## src/rtl/versal_arith_pkg.sv

```systemverilog
// ============================================================================
// Module      : versal_arith_pkg
// Description : Shared types and sizing helpers for the carry chain resolver.
// Revision    : 1.0 - initial release
// ============================================================================
`default_nettype none

package versal_arith_pkg;

    typedef enum logic [1:0] {
        IDLE = 2'd0,
        BUSY = 2'd1,
        DONE = 2'd2
    } resolver_state_t;

    function automatic int calc_nchunk(input int width, input int chunk);
        return (chunk > 0) ? (width / chunk) : 1;
    endfunction

    // Index counter is at least one bit wide, even for single-chunk builds.
    function automatic int calc_idx_width(input int nchunk);
        return (nchunk > 1) ? $clog2(nchunk) : 1;
    endfunction

endpackage

`default_nettype wire

```

## src/rtl/carry_chain_resolver_chunk.sv

```systemverilog
// ============================================================================
// Module      : carry_chunk
// Description : Combinational CHUNK-bit propagate/generate carry chain.
// Revision    : 1.0 - initial release
// ============================================================================
`default_nettype none

module carry_chunk #(
    parameter int CHUNK = 16
) (
    input  logic [CHUNK-1:0] prop,
    input  logic [CHUNK-1:0] ge,
    input  logic             cin,
    output logic [CHUNK-1:0] sum,
    output logic             cout
);

    // Mux-style carry (prop selects carry-in, else generate) maps onto the
    // dedicated carry primitives.
    always_comb begin : p_chain
        logic [CHUNK:0] w_c;
        w_c    = '0;
        w_c[0] = cin;
        for (int i = 0; i < CHUNK; i++) begin
            w_c[i+1] = prop[i] ? w_c[i] : ge[i];
        end
        sum  = prop ^ w_c[CHUNK-1:0];
        cout = w_c[CHUNK];
    end

endmodule

`default_nettype wire

```

## src/rtl/carry_chain_resolver.sv

```systemverilog
// ============================================================================
// Module      : carry_chain_resolver
// Description : Time-multiplexed final carry-propagate stage, CHUNK bits/cycle.
// Revision    : 1.0 - initial release
// ============================================================================
`default_nettype none

module carry_chain_resolver
    import versal_arith_pkg::*;
#(
    parameter int WIDTH = 64,
    parameter int CHUNK = 16
) (
    input  logic             clk,
    input  logic             rst,
    input  logic             in_valid,
    output logic             in_ready,
    input  logic [WIDTH-1:0] in_prop,
    input  logic [WIDTH-1:0] in_ge,
    input  logic             in_cin,
    output logic             out_valid,
    input  logic             out_ready,
    output logic [WIDTH-1:0] out_sum,
    output logic             out_cout
);

    localparam int NCHUNK = calc_nchunk(WIDTH, CHUNK);
    localparam int IDXW   = calc_idx_width(NCHUNK);
    localparam logic [IDXW-1:0] C_LAST_IDX = IDXW'(NCHUNK - 1);

    if ((CHUNK <= 0) || ((WIDTH % CHUNK) != 0)) begin : g_param_check
        $error("carry_chain_resolver: WIDTH must be a positive multiple of CHUNK");
    end

    resolver_state_t  r_state;
    resolver_state_t  w_state_nxt;
    logic [WIDTH-1:0] r_prop;
    logic [WIDTH-1:0] r_ge;
    logic [WIDTH-1:0] r_sum;
    logic             r_cout;
    logic             r_carry;
    logic [IDXW-1:0]  r_idx;

    logic             w_accept;
    logic             w_last;
    logic [31:0]      w_lo;
    logic [CHUNK-1:0] w_chunk_sum;
    logic             w_chunk_cout;

    assign w_last   = (r_idx == C_LAST_IDX);
    assign w_lo     = 32'(r_idx) * 32'(CHUNK);
    assign w_accept = in_valid & in_ready;

    carry_chunk #(
        .CHUNK (CHUNK)
    ) u_chunk (
        .prop (r_prop[w_lo +: CHUNK]),
        .ge   (r_ge[w_lo +: CHUNK]),
        .cin  (r_carry),
        .sum  (w_chunk_sum),
        .cout (w_chunk_cout)
    );

    always_comb begin
        w_state_nxt = r_state;
        in_ready    = 1'b0;
        out_valid   = 1'b0;
        case (r_state)
            IDLE: begin
                in_ready = 1'b1;
                if (in_valid) begin
                    w_state_nxt = BUSY;
                end
            end
            BUSY: begin
                if (w_last) begin
                    w_state_nxt = DONE;
                end
            end
            DONE: begin
                out_valid = 1'b1;
                in_ready  = out_ready;
                if (out_ready) begin
                    w_state_nxt = in_valid ? BUSY : IDLE;
                end
            end
            default: w_state_nxt = IDLE;
        endcase
    end

    always_ff @(posedge clk or posedge rst) begin
        if (rst) begin
            r_state <= IDLE;
            r_prop  <= '0;
            r_ge    <= '0;
            r_sum   <= '0;
            r_cout  <= 1'b0;
            r_carry <= 1'b0;
            r_idx   <= '0;
        end else begin
            r_state <= w_state_nxt;
            if (w_accept) begin
                r_prop  <= in_prop;
                r_ge    <= in_ge;
                r_carry <= in_cin;
                r_idx   <= '0;
            end else if (r_state == BUSY) begin
                // Unresolved sum bits keep their old contents until their chunk runs.
                r_sum[w_lo +: CHUNK] <= w_chunk_sum;
                r_carry              <= w_chunk_cout;
                r_idx                <= w_last ? '0 : r_idx + 1'b1;
                if (w_last) begin
                    r_cout <= w_chunk_cout;
                end
            end
        end
    end

    assign out_sum  = r_sum;
    assign out_cout = r_cout;

endmodule

`default_nettype wire
```

## config.mk

```make
export PLATFORM = sky130hd
export DESIGN_NAME = carry_chain_resolver
export DESIGN_NICKNAME = d
export VERILOG_FILES = /design/src/rtl/versal_arith_pkg.sv /design/src/rtl/carry_chain_resolver_chunk.sv /design/src/rtl/carry_chain_resolver.sv
export SDC_FILE = /design/constraint.sdc
export NUM_CORES = 1
export LEC_CHECK = 0
export BUFFER_PORTS_ARGS = -buffer_cell sky130_fd_sc_hd__buf_2
export CORE_MARGIN = 2
export CORE_UTILIZATION = 58
export DETAILED_ROUTE_END_ITERATION = 8
export GPL_TIMING_DRIVEN = 1
export PLACE_DENSITY = 0.94
export SLEW_MARGIN = 10
export SYNTH_ARGS = -nofsm -noshare
export SYNTH_HDL_FRONTEND = slang
export SYNTH_SLANG_ARGS = --single-unit
```

## constraint.sdc

```tcl
create_clock -name clk -period 11.9 [get_ports clk]
set_input_delay 1.785 -clock clk [delete_from_list [all_inputs] [get_ports clk]]
set_output_delay 1.785 -clock clk [all_outputs]
set_load 0.03 [all_outputs]
```

## Word level (Yosys, flattened, before mapping)

Index checks and enable logic that the tools add are counted.
Widths: inputs -> output; s select.

- $add $sub $neg: 2
- Equal/unequal tests: 6
- Shift-type cells: 4
- Muxes and demuxes: 29
- Bitwise operators: 3
- Reductions and logical operators: 5

Operators with widths:

| kind | count |
|---|---|
| $shiftx 64x7->16 | 2 |
| $bwmux 64 | 1 |
| $shift 16x34->64 const A | 1 |
| $shiftx 16x34->64 | 1 |
| $neg 6->34 | 1 |
| $mux 1 | 20 |
| $xor 16x16->16 | 1 |
| $mux 2 | 6 |
| $ne 2x2->1 const B | 3 |
| $pmux 2 s3 | 1 |
| $reduce_and 3->1 | 2 |
| $eq 2x2->1 const B | 2 |
| $add 2x1->2 const B | 1 |
| $eq 2x1->1 const B | 1 |
| $logic_not 2->1 | 1 |
| $pmux 1 s2 | 1 |
| $reduce_and 2->1 | 1 |
| $reduce_bool 2->1 | 1 |
| $and 1x1->1 | 1 |
| $not 1->1 | 1 |

- Bits in registers: 198
- Bits of input ports: 133
- Output and inout bits: 67
- Word-level logic and storage cells: 56

## Longest topological paths before layout

- Depth in word-level cells: 19
- Mapped depth: 13
- Gate-level depth less buffers: 9

## Hierarchy

Synthesis repeated with hierarchy kept, for this count alone.

- Cell total of the unflattened synthesis: 564
- Area total of the unflattened synthesis: 8,729.6 µm²

Modules (own cells, without submodules):

| module | times used | cells each | area an instance (µm²) | seq. area each (µm²) |
|---|---|---|---|---|
| carry_chain_resolver | 1 | 496 | 8,222.9 | 4,954.8 |
| carry_chunk | 1 | 68 | 506.7 | 0.0 |

## Worst setup path before layout

No wires, ideal clock.

- Path type: in2out
- From: in out_ready
- To: out in_ready
- Arrival: 2,341 ps
- Data required time: 10,115 ps
- Setup slack: 7,774 ps
- Stages: 2
- Buffers on the path: 0
- Path through: inv_1 > a21oi_1

- Cells in the longest elaborated chain, start to end: 1

RTL lines:

| what | RTL line | source |
|---|---|---|
| start: declaration | carry_chain_resolver.sv:22 | `input logic out_ready,` |
| $pmux 1 s2 | carry_chain_resolver.sv:68 | `case (r_state)` |
| end: declaration | carry_chain_resolver.sv:17 | `output logic in_ready,` |

No other way between the ends.

## Worst setup path after layout

Ends and elaborated chain as after synthesis.

==> key figures <==
Synthesis
  • Synth Cell Area: ~8900 µm²
  • Avg Cell Area, Syn: between 10 and 15 µm²
  • FFs w/ async S/R, synth: 1.00
  • Synthesis Warnings: 0
  • Prevailing post-synth register cell: dfrtp_1
  • Sequential fraction of the synthesis area: 0.559
  • Post-synth net total: slightly below 800
  • Seq cells post-synth: 198
  • Post-synth EDFFs: 0
  • Cells after Synth: 631
  • Synth unique cells: 48

Power
  • Clock share of power: 0.177
  • Net Switching: 1.40 mW
  • P per Cell Area: between 300 and 400 nW/µm²
  • Sequential Power Share: 0.344
  • Int Pwr: 1.99 mW
  • LEAKAGE: 4.99 nW
  • Switch share: 0.413
  • Max VDD drop: ~0.16 mV
  • Total power: between 3 and 4 mW
  • Combinational share of power: 0.479

Clock tree
  • Clk buf depth: 2
  • Reg clk slew, reported paths: 0.06 ns
  • H-Tree Depth: 4
  • CTS Buf Count: 17
  • Worst-Skew Late Latency: roughly 0.44 ns
  • Setup Fix Bufs, Post-CTS: 0
  • Hold buffers post-CTS: 0
  • CTS sink cnt: approximately 200
  • PostCTS Resize Cnt: 0
  • CTS tree: done
  • Clock root buffer: clkbuf_16

Placement
  • Dpl cell area: 9980 µm²
  • Post-DP HPWL: around 15 mm
  • Routability congestion estimate: slightly below 0.8
  • Port-buffer cells: 199

Detailed routing
  • Antenna viol nets, final: 0
  • Via count: a little over 6000
  • WL per Instance: just over 20 µm
  • Via/cell ratio: about 6
  • DR DRC count: 0
  • Detailed-router iteration count before antenna repair: 5
  • Drt initial violations: between 400 and 500
  • WL final: 20.8 mm

Setup path
  • Setup slack, reg-to-reg: 8.36 ns
  • Slowest CP cell: buf_2
  • Critical Path Start Type: primary input
  • Crit end category: primary output
  • CP dominant cell by count: buf_2
  • Worst reg2reg endpoint: out_sum[14]$_DFFE_PP0P_
  • Max incr delay on CP: 0.22 ns
  • Reg2reg path depth: 9
  • WP data arrival: 2.32 ns
  • Reg2reg start: r_idx[0]$_DFFE_PP0P_
  • Worst Path Max Fanout: 2
  • Crit path kind: primary input to primary output
  • Cell breakdown of the critical path: buf_2, inv_1, a21oi_1, buf_2
  • CP Data Required Time: 10.12 ns

STA
  • Clock Skews: roughly 0.0094 ns
  • Fmax: 0.244 GHz
  • RSZ-0062 raised after global routing: no
  • Crit share post-route: 0.345
  • Final setup TNS: 0 ns
  • Hold Vio Cnt, Final: 0
  • Max-slew violations: 0
  • Setup violations, final: 0
  • Max_slew headroom: 0.220
  • Crit path time final: a little over 4 ns
  • Worst-Margin Slew: 1.16 ns

Floorplanning
  • Die height: ~130 µm
  • # IOs: 200
  • Die Area: 16300 µm²
  • Core area: 15100 µm²
  • Row Count: 45
  • Initial Utilization: 0.587
  • Die width: 128 µm

Layout
  • NumNets Final: 961
  • Cell area after layout: 10600 µm²
  • Fill count: 1001
  • Share of cells above drive strength 1: 0.475
  • Area growth syn-to-layout: 19.6%

Run status
  • Status: finished clean

Min path
  • Min-delay src: out_sum[60]$_DFFE_PP0P_
  • Hold Crit Class: flip-flop to flip-flop
  • Hold path depth: 2
  • Hold path endpoint: out_sum[60]$_DFFE_PP0P_

Global routing
  • Vias in the first global route: 6254
  • Grt ovf: 0
  • Largest net degree at the start of global routing: 120
  • First-pass GRT wire length: 33.0 mm
  • Total GRT Usage: 0.267
  • Initial antenna violation count: 2

Run
  • Max Cap Violations: 0
area by class of cell:
| cell class | count | area [µm²] | share of cell area |
|---|---|---|---|
| Antenna cell | 1 | 2.50 | 0.000236 |
| Clock buffer | 18 | 439 | 0.0414 |
| Clock inverter | 14 | 174 | 0.0164 |
| Inverter | 6 | 30.0 | 0.00283 |
| Multi-Input combinational cell | 394 | 3720 | 0.351 |
| Sequential cell | 198 | 4960 | 0.468 |
| Tap cell | 188 | 235 | 0.0222 |
| Timing Repair Buffer | 205 | 1040 | 0.0982 |
critical path, delay by kind of cell:
kind,cells,cell delay [ns]
compound gates,1,0.17
buf+inv,3,0.35
kinds of logic (layout without fill, tap and decap cells):
family                   count (synthesis)  in the layout  synth area share
other                                    0              1                 0
AO/OA/AOI/OAI                           97             97            0.0784
adder cells (fa/ha/maj)                  6              6           0.00847
buffers and inverters                   39            243            0.0212
multiplexers                           167            167             0.259
flip-flops                             198            198             0.559
AND/OR/NAND/NOR                        112            112            0.0616
XOR/XNOR                                12             12            0.0119
registers in the layout, indices dropped and copies added (netlist names):
name	flops
out_cout	1
r_idx	2
r_state	2
r_prop	64
r_ge	64
out_sum	64
r_carry	1
metrics by stage:
stage	hold WS (ns)	setup slack [ns]	instances	utilization
after global placement	0.456	7.76	991	0.662
after CTS	0.481	7.80	1023	0.702
after floorplan	0.472	4.72	631	-
after detailed placement	0.466	7.72	991	0.662
after global routing	0.512	7.76	1023	0.702
final	0.478	7.80	1024	0.702
metal layers:
metal	global-route usage	vias up	part of all wire
li1	-	2738	-
met1	0.341	3096	0.40
met2	0.436	270	0.50
met3	0.0766	34	0.077
met4	0.102	2	0.022
met5	0	-	0.00082
worst max path at each step:
stage | startpoint | slack [ns] | endpoint
6_report | out_ready | 7.80 | in_ready
5_1_grt | out_ready | 7.76 | in_ready
4_1_cts | out_ready | 7.80 | in_ready
3_5_place_dp | out_ready | 7.72 | r_ge[6]$_DFFE_PP0P_
3_3_place_gp | out_ready | 7.76 | r_ge[8]$_DFFE_PP0P_
2_1_floorplan | rst | 4.72 | out_cout$_DFFE_PP0P_
synthesized netlist by cell type, drive strengths merged (7+ instances only):
cell | count | area (µm²)
dfrtp | 198 | 4950
mux2 | 131 | 1480
nand2 | 47 | 176
a22o | 37 | 324
mux4 | 32 | 773
o21ai | 28 | 140
clkbuf | 24 | 90.1
nor2 | 20 | 75.1
buf | 9 | 75.1
nand3 | 9 | 50.1
o31ai | 9 | 67.6
a21oi | 7 | 35.0
nor2b | 7 | 43.8
power groups by stage:
| stage | Sequential, mW | Combinational [mW] | Clock [mW] |
|---|---|---|---|
| CTS | 1.17 | 1.63 | 0.606 |
| detailed placement | 1.18 | 1.62 | 0 |
| global route | 1.20 | 1.76 | 0.633 |
| global placement | 1.15 | 1.57 | 0 |
| finish | 1.17 | 1.63 | 0.600 |
| floorplan | 1.22 | 1.11 | 0 |
layout by cell type (no fill, tap or decap), types with 5 or more instances in the layout:
master,n
nand3_1,8
nand2b_1,5
inv_1,5
nand2_1,47
o31ai_1,9
clkbuf_16,17
nor2_1,20
ha_1,6
nor2b_1,7
a22o_1,37
mux2_2,129
a21oi_1,7
o21ai_0,28
buf_4,6
mux4_1,14
dfrtp_1,196
buf_2,199
mux4_2,18
xnor2_1,6
xor2_1,6
(Power assumes the default switching activity.)
